### config.mk
export PLATFORM = sky130hd
export DESIGN_NAME = serial_adder_ctrl_flat
export DESIGN_NICKNAME = d
export VERILOG_FILES = /design/src/rtl/serial_adder_ctrl_if.sv /design/src/rtl/serial_adder_ctrl.sv /design/src/flat_wrapper.sv
export SDC_FILE = /design/constraint.sdc
export NUM_CORES = 1
export LEC_CHECK = 0
export BUFFER_PORTS_ARGS = -buffer_cell sky130_fd_sc_hd__buf_4
export CORE_MARGIN = 3
export CORE_UTILIZATION = 35
export CTS_CLUSTER_DIAMETER = 200
export DETAILED_ROUTE_END_ITERATION = 10
export GPL_ROUTABILITY_DRIVEN = 0
export SYNTH_ARGS = -nofsm -noshare
export SYNTH_HDL_FRONTEND = slang
export SYNTH_SLANG_ARGS = --single-unit
### constraint.sdc
create_clock -name clk -period 2.5 [get_ports clk]
set_input_delay 0.25 -clock clk [delete_from_list [all_inputs] [get_ports clk]]
set_output_delay 0.25 -clock clk [all_outputs]
set_load 0.01 [all_outputs]
### src/rtl/serial_adder_ctrl_if.sv
// Operand/result handshake bundle for serial_adder_ctrl.
// The `sub` select exists only when SERIAL_ADDER_SUB_EN is defined.
interface serial_adder_ctrl_if #(
    parameter int WIDTH = 8
);
    logic             in_valid;
    logic             in_ready;
    logic [WIDTH-1:0] in1;
    logic [WIDTH-1:0] in2;
`ifdef SERIAL_ADDER_SUB_EN
    logic             sub;
`endif
    logic             out_valid;
    logic             out_ready;
    logic [WIDTH-1:0] sum;
    logic             count;
    logic             busy;

    modport master (
`ifdef SERIAL_ADDER_SUB_EN
        output sub,
`endif
        output in_valid, in1, in2, out_ready,
        input  in_ready, out_valid, sum, count, busy
    );

    modport slave (
`ifdef SERIAL_ADDER_SUB_EN
        input  sub,
`endif
        input  in_valid, in1, in2, out_ready,
        output in_ready, out_valid, sum, count, busy
    );
endinterface

### src/rtl/serial_adder_ctrl.sv
// Bit-serial adder: one full-add slice walked LSB-first over WIDTH bits.
// Define SERIAL_ADDER_SUB_EN to add the `sub` select (A - B via ~B + 1).
module serial_adder_ctrl #(
    parameter int WIDTH = 8
) (
    input  logic               clk,
    input  logic               rst_n,
    serial_adder_ctrl_if.slave bus
);
    localparam int IDX_W = $clog2(WIDTH) + 1;

    typedef enum logic [1:0] {IDLE, RUN, DONE} state_t;

    state_t           state_q;
    logic [WIDTH-1:0] a_q;
    logic [WIDTH-1:0] b_q;
    logic [WIDTH-1:0] sum_q;
    logic [IDX_W-1:0] idx_q;
    logic             carry_q;
    logic             count_q;
`ifdef SERIAL_ADDER_SUB_EN
    logic             sub_q;
`endif

    logic             a_bit_d;
    logic             b_bit_d;
    logic [1:0]       slice_d;

    function automatic logic [1:0] half_add(input logic x, input logic y);
        return {x & y, x ^ y};
    endfunction

    // {carry, sum} of x + y + cin from two half adders and an OR.
    function automatic logic [1:0] full_add(input logic x, input logic y, input logic cin);
        logic [1:0] h0;
        logic [1:0] h1;
        h0 = half_add(x, y);
        h1 = half_add(h0[0], cin);
        return {h0[1] | h1[1], h1[0]};
    endfunction

    always_comb begin
        a_bit_d = |(a_q & (WIDTH'(1) << idx_q));
`ifdef SERIAL_ADDER_SUB_EN
        b_bit_d = |(b_q & (WIDTH'(1) << idx_q)) ^ sub_q;
`else
        b_bit_d = |(b_q & (WIDTH'(1) << idx_q));
`endif
        slice_d = full_add(a_bit_d, b_bit_d, carry_q);
    end

    always_ff @(posedge clk) begin
        if (!rst_n) begin
            state_q <= IDLE;
            sum_q   <= '0;
            count_q <= 1'b0;
        end else begin
            case (state_q)
                IDLE: begin
                    if (bus.in_valid) begin
                        a_q     <= bus.in1;
                        b_q     <= bus.in2;
                        sum_q   <= '0;
                        count_q <= 1'b0;
                        idx_q   <= '0;
`ifdef SERIAL_ADDER_SUB_EN
                        sub_q   <= bus.sub;
                        carry_q <= bus.sub;
`else
                        carry_q <= 1'b0;
`endif
                        state_q <= RUN;
                    end
                end
                RUN: begin
                    sum_q   <= sum_q | (WIDTH'(slice_d[0]) << idx_q);
                    carry_q <= slice_d[1];
                    idx_q   <= idx_q + IDX_W'(1);
                    if (idx_q == IDX_W'(WIDTH - 1)) begin
                        count_q <= slice_d[1];
                        state_q <= DONE;
                    end
                end
                DONE: begin
                    if (bus.out_ready) begin
                        state_q <= IDLE;
                    end
                end
                default: state_q <= IDLE;
            endcase
        end
    end

    // in_ready is gated by rst_n so nothing is accepted while reset is held.
    assign bus.in_ready  = rst_n && (state_q == IDLE);
    assign bus.out_valid = (state_q == DONE);
    assign bus.busy      = (state_q == RUN);
    assign bus.sum       = sum_q;
    assign bus.count     = count_q;
endmodule
### src/flat_wrapper.sv
// flat-port wrapper written by rule: the top's interface ports become plain ports
module serial_adder_ctrl_flat 
#(
    parameter int WIDTH = 8
)
  (clk, rst_n, bus_in_valid, bus_in1, bus_in2, bus_out_ready, bus_in_ready, bus_out_valid, bus_sum, bus_count, bus_busy);
  serial_adder_ctrl_if #(.WIDTH(WIDTH)) bus_i ();
  input  logic clk;
  input  logic rst_n;
  input wire logic [$bits(bus_i.in_valid)-1:0] bus_in_valid;
  input wire logic [$bits(bus_i.in1)-1:0] bus_in1;
  input wire logic [$bits(bus_i.in2)-1:0] bus_in2;
  input wire logic [$bits(bus_i.out_ready)-1:0] bus_out_ready;
  output wire logic [$bits(bus_i.in_ready)-1:0] bus_in_ready;
  output wire logic [$bits(bus_i.out_valid)-1:0] bus_out_valid;
  output wire logic [$bits(bus_i.sum)-1:0] bus_sum;
  output wire logic [$bits(bus_i.count)-1:0] bus_count;
  output wire logic [$bits(bus_i.busy)-1:0] bus_busy;
  assign bus_i.in_valid = bus_in_valid;
  assign bus_i.in1 = bus_in1;
  assign bus_i.in2 = bus_in2;
  assign bus_i.out_ready = bus_out_ready;
  assign bus_in_ready = bus_i.in_ready;
  assign bus_out_valid = bus_i.out_valid;
  assign bus_sum = bus_i.sum;
  assign bus_count = bus_i.count;
  assign bus_busy = bus_i.busy;
  serial_adder_ctrl #(.WIDTH(WIDTH)) u_core (.clk(clk), .rst_n(rst_n), .bus(bus_i));
endmodule
==> impl_metrics.tcl <==
set metrics [dict create \
    status "completed" \
    number_of_drc_markers_after_the_initial_detailed_route_iteration 34 \
    fraction_of_final_layout_cells_with_drive_strength_greater_than_1_pct 46.8 \
    postRouteWirelength_mm 2.66 \
    core_area_mm2 0.00374 \
    path_class "reg2reg" \
    worst_r2r_startpoint "u_core.idx_q[0]$_SDFFCE_PN0P_" \
    critical_path.max_fanout 5 \
    timing.hold.worst.start "bus_in1[5]" \
    grt_first_pass_wirelength_mm 4.05 \
    ys_dominant_reg_cell "sky130_fd_sc_hd__edfxtp_1" \
    clock_tree.buffer_depth 2 \
    cts_max_level 2 \
    final_max_slew_viol_count 0 \
    antenna_cell_count 0 \
    synth_top_area_cell "sky130_fd_sc_hd__edfxtp_1" \
    syn_to_final_growth_pct 35.4 \
    ys_seq_area_share_pct 61.3 \
    timing_hold_violations_final 0 \
    first_global_vias 873 \
    nNetsFinal 167 \
    grt_overflow 0 \
    hold_path.class "in2reg" \
    clk_latency_ns 0.28 \
    place_hpwl_mm 1.92 \
    post_drt_wl_per_cell_um 14.1 \
    detailroute.via_count 919 \
    cts_tree "done" \
    min_delay_worst_endpoint "u_core.a_q[5]$_DFFE_PP_" \
    sum_of_negative_setup_slack_ns 0 \
    numClockSinks 32 \
    largest_net_degree_at_the_start_of_global_routing 17 \
    timing.critical_path.to_type "flop" \
    io-pin-count 32 \
    finClkSkew_ns 0.00805 \
    total_leakage_power_nw 0.744 \
    max-cap-violations 0 \
    antenna_violating_nets_left 0 \
    worst_setup_hold_path_clk_slew_ns 0.06 \
    drc 0 \
    cts_hold_buf 0 \
    grt.total_usage_pct 12.5 \
    fin_worst_hold_slack_ns 0.140 \
    power_density_mw_per_mm2 606 \
    hold_depth 1 \
    crit_arrival_ns 2.71 \
    synth_enable_flop_cells 21 \
    dieArea_mm2 0.00476 \
    io_buffer_count 31 \
    rsz0062_at_grt "true" \
    layout.core_utilization_pct 50.2 \
    synthesis.nets 123 \
    vias_per_cell 4.86 \
    multi_input_comb_area_um2 576 \
    worst_setup_path_start_kind "flop" \
    reg2reg_slack_ns 0.01 \
    synthCells 96 \
    worst_slew_margin_rel_pct 51.5 \
    initial_core_util_pct 37.1 \
    r2r-end "u_core.bus.sum[7]$_SDFFE_PN0P_" \
    synthesis.yosys.warnings 0 \
    postSynthRegisterBits 32 \
    reg2reg_depth 8 \
    asyncSetResetFlopFracSynth_pct 0 \
    fillCellCount 332 \
    synthesis.area_mm2 0.00139 \
    worst_slew_pin_slew_ns 0.727 \
    drt_pre_antenna_iters 5 \
    maxClockFrequency_mhz 402 \
    die_width_um 69.0 \
    mapped_avg_cell_area_um2 14.5 \
    setup_violations 0 \
    post-route-min-period_ns 2.49 \
    ys_types 38 \
    netlist.area_leader.share_pct 45.4 \
    floorplan.die.height_um 69.0 \
    worst_ep_required_time_ns 2.72 \
    seqCellArea_um2 851 \
    cts_made_buffers 5 \
    post_synth_main_area_contributors "sky130_fd_sc_hd__edfxtp_1, sky130_fd_sc_hd__dfxtp_1, sky130_fd_sc_hd__ha_1" \
    final_period_util_pct 99.5 \
    vdd_drop_max_mv 0.302 \
    clock-root-buffer "sky130_fd_sc_hd__clkbuf_8" \
    grt_antenna_before_repair 0 \
    rows 22 \
]
per-layer routing:
metal / global-route usage, % / share of wire, % / vias up
met5: 0 / 0 / -
met4: 8.03 / 2.6 / 0
met3: 5.35 / 6.3 / 4
met2: 19.3 / 49 / 28
met1: 14.1 / 42 / 430
li1: - / - / 457
cells in the mapped netlist (2+ instances only):
cell / n
sky130_fd_sc_hd__a32o_1: 2
sky130_fd_sc_hd__dfxtp_1: 11
sky130_fd_sc_hd__ha_1: 6
sky130_fd_sc_hd__nand2_1: 2
sky130_fd_sc_hd__edfxtp_1: 21
sky130_fd_sc_hd__nand3_1: 3
sky130_fd_sc_hd__a32o_2: 2
sky130_fd_sc_hd__inv_1: 3
sky130_fd_sc_hd__a22oi_1: 3
sky130_fd_sc_hd__nor3b_2: 2
sky130_fd_sc_hd__a21oi_1: 2
sky130_fd_sc_hd__nor2_1: 5
sky130_fd_sc_hd__nor3_4: 2
sky130_fd_sc_hd__and2_1: 3
sky130_fd_sc_hd__a222oi_1: 2
sky130_fd_sc_hd__inv_2: 2
sky130_fd_sc_hd__a22o_1: 4
stage by stage:
stage	instances	total power [W]	area, um2	worst slack [ns]
floorplan	96	0.000687	1390	0.142
global placement	179	0.000742	1710	0.0266
detailed placement	179	0.000744	1710	-0.00103
CTS	188	0.00114	1810	0.00949
global route	189	0.00120	1880	-0.105
finish	189	0.00114	1880	0.0121
registers in the layout, summed over array words and instances (netlist names):
register          cells
u_core.b_q            8
u_core.state_q        2
u_core.bus.sum        8
u_core.carry_q        1
u_core.bus.count      1
u_core.idx_q          4
u_core.a_q            8
worst max-delay path, cell delays in order, from the launching register on:
cell                       delay (ns)
sky130_fd_sc_hd__edfxtp_1        0.52
sky130_fd_sc_hd__inv_2           0.11
sky130_fd_sc_hd__ha_4            0.19
sky130_fd_sc_hd__a222oi_1        0.33
sky130_fd_sc_hd__mux2_4          0.22
sky130_fd_sc_hd__a21o_1          0.13
sky130_fd_sc_hd__fa_2            0.49
sky130_fd_sc_hd__nor3_4          0.26
sky130_fd_sc_hd__a32o_2          0.19
layout make-up:
cell class / count / area share [%]
inverters: 5 / 0.998
multi-input cells: 58 / 30.6
clock inverters: 1 / 0.200
repair buffers: 38 / 15.2
flip-flops and latches: 32 / 45.2
clock buffers: 7 / 4.59
well taps: 48 / 3.19
power breakdown:
group,leakage (nW),switching (W),internal [W]
Clock,0.0459,0.000173,0.000220
Sequential,0.286,0.0000179,0.000587
Combinational,0.411,0.0000676,0.0000752
cells in the final DEF, fill, tap and decap left out, drive strengths merged, types with 2 or more instances in the layout:
cell    count
a22oi       3
clkbuf      7
a32o        4
and2        3
nor2        6
a222oi      2
nor2b       2
ha          6
nor3b       2
inv         5
nor3        2
edfxtp     21
a21oi       2
a22o        4
nand3       3
nand2       2
nand2b      2
buf        38
nor4b       2
dfxtp      11
logic make-up after synthesis:
kind of cell / Yosys count / synth area share (%)
AO/OA/AOI/OAI: 22 / 13.9
flip-flops: 32 / 61.3
adder cells (fa/ha/maj): 7 / 6.85
XOR/XNOR: 1 / 0.631
buffers and inverters: 6 / 1.71
AND/OR/NAND/NOR: 27 / 14.9
multiplexers: 1 / 0.811
how the worst max path moves through the flow:
| stage | start | endpoint | slack, ns | cells past startpoint |
|---|---|---|---|---|
| final | u_core.idx_q[0]$_SDFFCE_PN0P_ | u_core.bus.sum[7]$_SDFFE_PN0P_ | 0.01 | 8 |
| after global routing | u_core.idx_q[0]$_SDFFCE_PN0P_ | u_core.bus.sum[5]$_SDFFE_PN0P_ | -0.10 | 8 |
| after CTS | u_core.idx_q[0]$_SDFFCE_PN0P_ | u_core.bus.sum[5]$_SDFFE_PN0P_ | 0.009 | 8 |
| after detailed placement | u_core.idx_q[0]$_SDFFCE_PN0P_ | u_core.bus.sum[6]$_SDFFE_PN0P_ | -0.001 | 8 |
| after global placement | u_core.idx_q[1]$_SDFFCE_PN0P_ | u_core.bus.sum[6]$_SDFFE_PN0P_ | 0.03 | 8 |
| after floorplan | u_core.idx_q[1]$_SDFFCE_PN0P_ | u_core.bus.sum[6]$_SDFFE_PN0P_ | 0.14 | 8 |
repair_timing:
| action | 4_1_cts | 5_1_grt |
|---|---|---|
| setup endpoints to repair | 4 | 8 |
| gates resized for setup | 1 | 12 |
| cloned | 0 | 0 |
| buffers inserted | 1 | 1 |
| pin swaps | 0 | 12 |
(Power assumes the default switching activity.)
